<file path="src/rtl/gate_array_seq.sv">
// -----------------------------------------------------------------------------
// gate_array_seq
//
// Time-multiplexed WIDTH-bit bitwise two-input function unit. Only LANES gate
// lanes are evaluated per clock; the WIDTH-bit result is assembled slice by
// slice in an output register. This trades latency for gate-package count.
//
// Functions (OP): 00 OR, 01 AND, 10 XOR, 11 NOR.
//
// Optional feature, macro GATE_ARRAY_SEQ_ACC_EN:
//   Adds the ACC input. With ACC=1 at accept, the current Y (the previous
//   result) replaces B as the second operand, and Y is not cleared, so
//   results can be chained (e.g. a sticky OR across operations).
//   With the macro undefined there is no ACC port and B always comes from B.
//
// Handshake (valid/ready):
//   A request is accepted on a rising CLK edge where IN_VALID && IN_READY.
//   OP, A, B (and ACC) are sampled on that edge only and may change freely
//   afterwards. A result is consumed on a rising edge where
//   OUT_VALID && OUT_READY. IN_VALID while IN_READY=0 is ignored, never
//   queued; OUT_READY while OUT_VALID=0 is ignored.
//
// Ports:
//   CLK        rising-edge clock
//   RST_N      asynchronous active-low reset
//   IN_VALID   request valid
//   IN_READY   unit is idle and accepts a request this cycle
//   OP[1:0]    function select, sampled at accept
//   A, B       WIDTH-bit operands, sampled at accept
//   ACC        (GATE_ARRAY_SEQ_ACC_EN only) accumulate select
//   OUT_VALID  Y holds a complete result
//   OUT_READY  consumer takes the result
//   Y          result register
//   BUSY       slices are being evaluated
//   SLICE      index of the slice being evaluated
//
// The FSM state is fully visible on the outputs: IN_READY marks IDLE, BUSY
// marks BUSY and OUT_VALID marks DONE (exactly one is high out of reset).
// -----------------------------------------------------------------------------
module gate_array_seq #(
    parameter int  WIDTH  = 12,
    parameter int  LANES  = 4,
    localparam int NSLICE = (WIDTH + LANES - 1) / LANES,
    localparam int SW     = (NSLICE > 1) ? $clog2(NSLICE) : 1
) (
    input  logic             CLK,
    input  logic             RST_N,
    input  logic             IN_VALID,
    output logic             IN_READY,
    input  logic [1:0]       OP,
    input  logic [WIDTH-1:0] A,
    input  logic [WIDTH-1:0] B,
`ifdef GATE_ARRAY_SEQ_ACC_EN
    input  logic             ACC,
`endif
    output logic             OUT_VALID,
    input  logic             OUT_READY,
    output logic [WIDTH-1:0] Y,
    output logic             BUSY,
    output logic [SW-1:0]    SLICE
);

    localparam logic [SW-1:0] LAST_SLICE = SW'(NSLICE - 1);

    typedef enum logic [1:0] {
        S_IDLE = 2'd0,
        S_BUSY = 2'd1,
        S_DONE = 2'd2
    } state_t;

    state_t           state_q;
    state_t           state_d;
    logic             accept;
    logic             last_slice;

    logic [WIDTH-1:0] a_lat;
    logic [WIDTH-1:0] b_lat;
    logic [1:0]       op_lat;
    logic [SW-1:0]    slice_q;
    logic [WIDTH-1:0] y_q;

    logic [WIDTH-1:0] f_all;
    logic [WIDTH-1:0] y_slice;

    // ------------------------------------------------------------------
    // FSM state register
    // ------------------------------------------------------------------
    always_ff @(posedge CLK or negedge RST_N) begin
        if (!RST_N) begin
            state_q <= S_IDLE;
        end else begin
            state_q <= state_d;
        end
    end

    // ------------------------------------------------------------------
    // FSM next state and status outputs
    // ------------------------------------------------------------------
    always_comb begin
        state_d    = state_q;
        accept     = 1'b0;
        last_slice = (slice_q == LAST_SLICE);
        IN_READY   = 1'b0;
        BUSY       = 1'b0;
        OUT_VALID  = 1'b0;
        case (state_q)
            S_IDLE: begin
                IN_READY = 1'b1;
                if (IN_VALID) begin
                    accept  = 1'b1;
                    state_d = S_BUSY;
                end
            end
            S_BUSY: begin
                BUSY = 1'b1;
                if (last_slice) begin
                    state_d = S_DONE;
                end
            end
            S_DONE: begin
                OUT_VALID = 1'b1;
                if (OUT_READY) begin
                    state_d = S_IDLE;
                end
            end
            default: begin
                state_d = S_IDLE;
            end
        endcase
    end

    // ------------------------------------------------------------------
    // Gate function over the full width; only the current slice's bits
    // are ever committed to Y.
    // ------------------------------------------------------------------
    always_comb begin
        f_all = '0;
        case (op_lat)
            2'b00:   f_all = a_lat | b_lat;
            2'b01:   f_all = a_lat & b_lat;
            2'b10:   f_all = a_lat ^ b_lat;
            default: f_all = ~(a_lat | b_lat);
        endcase
    end

    // Select bits by slice membership (bit i belongs to slice i/LANES)
    // rather than by computed index, so a partial last slice never reaches
    // past WIDTH-1: lanes beyond WIDTH simply have no bit to write.
    always_comb begin
        y_slice = y_q;
        for (int i = 0; i < WIDTH; i++) begin
            if (int'(slice_q) == (i / LANES)) begin
                y_slice[i] = f_all[i];
            end
        end
    end

    // ------------------------------------------------------------------
    // Operand latches, slice counter and result register
    // ------------------------------------------------------------------
    always_ff @(posedge CLK or negedge RST_N) begin
        if (!RST_N) begin
            a_lat   <= '0;
            b_lat   <= '0;
            op_lat  <= '0;
            slice_q <= '0;
            y_q     <= '0;
        end else if (accept) begin
            a_lat   <= A;
            op_lat  <= OP;
            slice_q <= '0;
`ifdef GATE_ARRAY_SEQ_ACC_EN
            // Accumulate: previous result becomes the second operand and
            // stays in Y; each slice then overwrites only its own bits.
            if (ACC) begin
                b_lat <= y_q;
            end else begin
                b_lat <= B;
                y_q   <= '0;
            end
`else
            b_lat   <= B;
            y_q     <= '0;
`endif
        end else if (state_q == S_BUSY) begin
            y_q <= y_slice;
            if (last_slice) begin
                slice_q <= '0;
            end else begin
                slice_q <= slice_q + SW'(1);
            end
        end
    end

    assign Y     = y_q;
    assign SLICE = slice_q;

endmodule

</file>
<file path="config.mk">
export PLATFORM = sky130hd
export DESIGN_NAME = gate_array_seq
export DESIGN_NICKNAME = d
export VERILOG_FILES = /design/src/rtl/gate_array_seq.sv
export SDC_FILE = /design/constraint.sdc
export NUM_CORES = 1
export LEC_CHECK = 0
export CORE_MARGIN = 5
export CORE_UTILIZATION = 25
export DETAILED_ROUTE_END_ITERATION = 16
export PLACE_DENSITY = 0.51
export SYNTH_ARGS = -nofsm -noshare
export SYNTH_HDL_FRONTEND = slang
export SYNTH_SLANG_ARGS = --single-unit
export TNS_END_PERCENT = 10
</file>
<file path="constraint.sdc">
create_clock -name CLK -period 3.37 [get_ports CLK]
set_input_delay 1.011 -clock CLK [delete_from_list [all_inputs] [get_ports CLK]]
set_output_delay 1.011 -clock CLK [all_outputs]
set_load 0.03 [all_outputs]
</file>
==> run metrics, run 1 <==
worst path required time around 2.4 ns; Max VDD drop between 200 and 250 uV; FF-to-FF path depth 4; post-synthesis sequential area ratio 0.427; fmax 364 MHz; critical path fanouts, max 6; number of synthesized register bits 42; worst path cell trace nand2b_1 -> inv_1 -> clkdlybuf4s50_1; Initial DRC Count 40; Core ar. approximately 9700 um2; Max-Cap Viols 0; Arrival @ worst endpoint ~1.7 ns; Die Area 11,900 um2; commonest cells after routing, fill and taps aside clkdlybuf4s50_1 (45), dfrtp_1 (42), inv_1 (30); Worst setup EP type output port; post-cts sizing count 0; n_diodes 0; Logic pwr share 0.533; DR vias/cell ~4.2; worst skew pair latency roughly 0.30 ns; post-synthesis net count 291; width of the die roughly 110 um; startpoint types flop; vias in the first global route 1,835; Layout area overhead 26.6%; Levels on crit path 3; H-tree levels 2; WHS Path Cells 2; Layout Cells excl Fill ~410; CTS Buf Count 5; P_leak approximately 1.5 nW; port bufs 46; Crit Path Class reg -> out; RSZ-0062 raised after global routing false; delay-heaviest family, CP buffers and inverters; synth top area cells dfrtp_1 (43%), ha_1 (12%), mux2_1 (7.8%); library cells used by synthesis 28; GRT Resource Usage Total 0.0954; Cell Rows 36; clock network fraction of total power 0.112; Flop pwr share 0.355; Vias ~1.7k; Slowest cell on crit path clkdlybuf4s50_1; Hold Vio Cnt, Final 0; Tmin final about 2.7 ns; drt drc 0; Power Internal about 1.6 mW; initial antenna violation count 0; initial core utilization 0.254; Boundary Pins 47; sw frac 0.428; global-route wire length before repair between 8000 and 9000 um; ys async rst share 1.00; Initial DRT Pass Iterations 4; Hold Buf Count CTS 0; ys flop type dfrtp_1; Root Buffer clkbuf_8; Clock Path Buffers 2; pwr dens about 910 nW/um2; final setup vio count 0; clock slew at reported path FFs about 0.090 ns; post-synth top area share 0.427; synth warn 0; fillers between 1k and 1.5k; setup tns final 0 ns; sw power approximately 1.2 mW; Post-synth EDFFs 0; Syn Std Cell Area 2460 um2; Tightest Pin Transition between 0.9 and 1 ns; Die Y between 100 and 150 um; post-DP HPWL approximately 3800 um; Tcrit/Tclk final 0.816; status finished, final reports clean; mean area per synthesized cell 10.4 um2; global placer's final weighted congestion 0.722; TritonCTS clock tree built; Slew Limit Fails 0; GRT overflow 0; cell taking the most area after synthesis dfrtp_1; WL final approximately 5200 um; largest net degree at the start of global routing between 40 and 50; commonest non-fill, non-tap cell in the layout clkdlybuf4s50_1; max incr delay on CP between 0.6 and 0.7 ns; Setup Buffers After CTS 0; Antenna Violating Nets Remaining 0; share of layout cells above drive strength 1 0.0755; CTS Sinks between 40 and 50; WL/cell 12.7 um; Hold WC Path Type reg -> reg; Slew Limit Headroom 0.346; Worst Clk Skew about 0.011 ns; fin nets roughly 330; placed cells 404; Buf+Inv Stages, Crit Path 2; Syn Inst Count 237
## Yosys cell counts, types with 7 or more instances
cell / instances
dfrtp_1: 42
inv_1: 30
ha_1: 24
nor2b_1: 10
mux2i_1: 7
nand2_1: 9
mux2_1: 17
buf_2: 7
a21oi_1: 15
o21ai_1: 11
mux2_4: 9
nand3_1: 10
## power groups by stage
stage | combinational (mW) | clock [mW] | sequential, mW
finish | 1.51 | 0.316 | 1.01
global route | 1.73 | 0.351 | 1.06
CTS | 1.54 | 0.326 | 1.02
detailed placement | 1.53 | 0 | 1.03
global placement | 1.48 | 0 | 1.02
floorplan | 1.12 | 0 | 0.997
## worst min-delay path, stage by stage (launching register included)
cell and delay [ns]:
dfrtp_1 0.35, nand2_1 0.05, o21ai_1 0.06
## registers in the layout (all words and copies together), names as in the netlist
name,count
b_lat,12
a_lat,12
op_lat,2
Y,12
state_q,2
SLICE,2
## cell families after synthesis
| group | after synthesis | share of synthesized area |
|---|---|---|
| AO/OA/AOI/OAI | 49 | 0.120 |
| flip-flops | 42 | 0.427 |
| buffers and inverters | 45 | 0.0752 |
| AND/OR/NAND/NOR | 44 | 0.0955 |
| multiplexers | 33 | 0.161 |
| adder cells (fa/ha/maj) | 24 | 0.122 |
## routing by layer
layer	track usage	routed length, um	vias to the layer above
met5	0	0	-
met4	0.0214	44	0
met3	0.0314	256	5
met2	0.162	2550	28
met1	0.117	2390	824
li1	-	-	884
## cell type report
class | instances | area [um2] | share of cell area
clock buffers | 5 | 68.8 | 0.0221
clock inverters | 2 | 10.0 | 0.00321
inverters | 32 | 120 | 0.0385
multi-input cells | 150 | 1230 | 0.394
flip-flops and latches | 42 | 1050 | 0.337
well taps | 133 | 166 | 0.0533
repair buffers | 47 | 475 | 0.152
## stage by stage
stage           util  area [um2]  worst slack [ns]  hold slack (ns)  total power, mW
3_3_place_gp   0.314        3040             0.520            0.469             2.49
3_5_place_dp   0.314        3040             0.500            0.474             2.56
6_report       0.322        3120             0.621            0.495             2.83
2_1_floorplan      -        2460              1.27            0.491             2.12
4_1_cts        0.322        3120             0.595            0.495             2.88
5_1_grt        0.322        3120             0.522            0.533             3.14
## final timing paths
| kind | from | endpoint | slack [ns] |
|---|---|---|---|
| hold / removal | Y[8] | Y[8] | 0.49 |
| min in group asynchronous | RST_N | a_lat[7] | 0.87 |
| max in group asynchronous | RST_N | Y[10] | 1.89 |
| setup / recovery | state_q[1] | BUSY | 0.62 |
| hold reg to reg | Y[8] | Y[8] | 0.49 |
| setup reg to reg | op_lat[0] | Y[10] | 1.43 |
No activity file was read; power rests on OpenSTA's default activity.
==> inputs of run 2 (changes only) <==
--- a/config.mk
+++ b/config.mk
@@ -8,7 +8,7 @@
 export CORE_MARGIN = 5
 export CORE_UTILIZATION = 25
 export DETAILED_ROUTE_END_ITERATION = 16
-export PLACE_DENSITY = 0.51
+export PLACE_DENSITY = 0.53
 export SYNTH_ARGS = -nofsm -noshare
 export SYNTH_HDL_FRONTEND = slang
 export SYNTH_SLANG_ARGS = --single-unit
==> constraint.sdc (replaced) <==
create_clock -name CLK -period 2.2 [get_ports CLK]
set_input_delay 0.66 -clock CLK [delete_from_list [all_inputs] [get_ports CLK]]
set_output_delay 0.66 -clock CLK [all_outputs]
set_load 0.03 [all_outputs]
==> run metrics, run 2 (same netlist as run 1, synthesis figures left out) <==
status finished, final reports clean; share of layout cells above drive strength 1 0.0848 (+0.00927); Initial DRC Count 41 (+2.5%); clock slew at reported path FFs 0.08 ns (about the same); Buf+Inv Stages, Crit Path 1 (-1); Vias 1,765 (+1.4%); Max VDD drop 367 uV (+52%); GRT overflow 0 (unchanged); pwr dens 1410 nW/um2 (+55%); Layout Cells excl Fill 416 (+1.2%); GRT Resource Usage Total 0.0958 (+0.000414); CTS Sinks 42 (unchanged); max incr delay on CP 0.71 ns (+0.04 ns); Tot Pwr 4.50 mW (+59%); Max-Cap Viols 0 (unchanged); placed cells 408 (+0.99%); Slowest cell on crit path clkdlybuf4s50_1; commonest cells after routing, fill and taps aside dfrtp_1 (42), clkdlybuf4s50_1 (42), inv_1 (30); Arrival @ worst endpoint 1.45 ns (-0.29 ns); Tmin final ~2.1 ns; worst path required time 1.54 ns (-0.82 ns); fmax around 480 MHz; RSZ-0062 raised after global routing false; FF-to-FF path depth 3 (-1); crit path launch SLICE[0]; WL/cell 12.6 um (-1.1%); Die Area 11,900 um2 (unchanged); H-tree levels 2 (unchanged); P_leak 1.51 nW (+3.4%); global-route wire length before repair 8910 um (+0.46%); vias in the first global route 1,786 (-2.7%); initial antenna violation count 0 (unchanged); worst path cell trace clkdlybuf4s50_1; initial core utilization 0.254 (unchanged); launch point of the worst reg-to-reg path state_q[0]; WL final 5240 um (about the same); Die Y 109 um (unchanged); Hold WC Path Type in -> async; startpoint types flop; Levels on crit path 1 (-2); Cell Rows 36 (unchanged); DR vias/cell 4.24 (+0.16%); final setup vio count 0 (unchanged); Worst Clk Skew 0.00656 ns (-0.00468 ns); Slew Limit Headroom 0.604 (+0.258); fin nets 336 (+1.2%); setup tns final 0 ns (unchanged); dpl cell area 3080 um2 (+1.4%); n_diodes 0 (unchanged); Setup Buffers After CTS 0 (unchanged); delay-heaviest family, CP buffers and inverters; Worst R2R End op_lat[1]; largest net degree at the start of global routing 26 (-40%); fin area 3190 um2 (+2.2%); drt drc 0 (unchanged); Root Buffer clkbuf_8; Initial DRT Pass Iterations 4 (unchanged); post-DP HPWL 3970 um (+5.3%); TritonCTS clock tree built; Clock Path Buffers 2 (unchanged); Core ar. 9680 um2 (unchanged); port bufs 46 (unchanged); Layout area overhead 29.5%; global placer's final weighted congestion 0.711 (-1.6%); Tightest Pin Transition 0.594 ns (-0.387 ns); width of the die 109 um (unchanged); Tcrit/Tclk final 0.957; Hold Buf Count CTS 0 (unchanged); Hold Vio Cnt, Final 0 (unchanged); critical path fanouts, max 6 (unchanged); reg-to-reg slack, setup 0.57 ns (-0.86 ns); Crit Path Class reg -> out; worst setup path endpoint SLICE[0]; CTS Buf Count 5 (unchanged); Boundary Pins 47 (unchanged); Antenna Violating Nets Remaining 0 (unchanged); Slew Limit Fails 0 (unchanged); Worst setup EP type output port; worst skew pair latency 0.29 ns (about the same)
-- run 2: cell count changes in the layout (fill, tap and decap cells not counted), sizes merged --
cell / delta
buf: +4
bufinv: +1
clkbuf: +2
clkdlybuf4s50: -3
clkinv: -2
dlygate4sd2: +2
dlymetal6s2s: +1
-- run 2: what timing repair did --
item,CTS,global route
endpoints found under the hold margin,0,0
setup endpoints to repair,2,1
resized for setup,2,1
cloned,0,0
-- run 2: power breakdown --
part,leakage [nW],total (mW),switching (mW),internal [mW]
Combinational,0.940,2.43,1.27,1.16
Clock,0.0524,0.605,0.265,0.340
Sequential,0.514,1.47,0.337,1.13
-- run 2: layout make-up --
type                            instances  area, um2
Clock buffer                            7       76.3
Clock inverter                          1       30.0
Fill cell                            1010       6490
Inverter                               32        120
Multi-Input combinational cell        150       1230
Sequential cell                        42       1050
Tap cell                              133        166
Timing Repair Buffer                   51        518
-- run 2: layer usage --
layer,wire [um],up-vias,GRT usage
met5,0,-,0
met4,36,0,0.0187
met3,277,4,0.0272
met2,2460,32,0.156
met1,2470,833,0.128
li1,-,896,-
-- run 2: through the flow --
stage | hold WS, ns | worst slack, ns | util
CTS | 0.320 | 0.0304 | 0.329
global placement | 0.461 | -0.0955 | 0.318
finish | 0.311 | 0.0949 | 0.329
global route | 0.329 | 0.0110 | 0.329
detailed placement | 0.466 | -0.112 | 0.318
floorplan | 0.364 | 0.450 | -
-- run 2: worst min path at each step --
stage	slack (ns)	cells past startpoint	to
2_1_floorplan	0.36	0	SLICE[0]
3_3_place_gp	0.46	1	Y[10]
3_5_place_dp	0.47	1	Y[10]
4_1_cts	0.32	1	op_lat[1]
5_1_grt	0.33	1	op_lat[1]
6_report	0.31	1	Y[7]
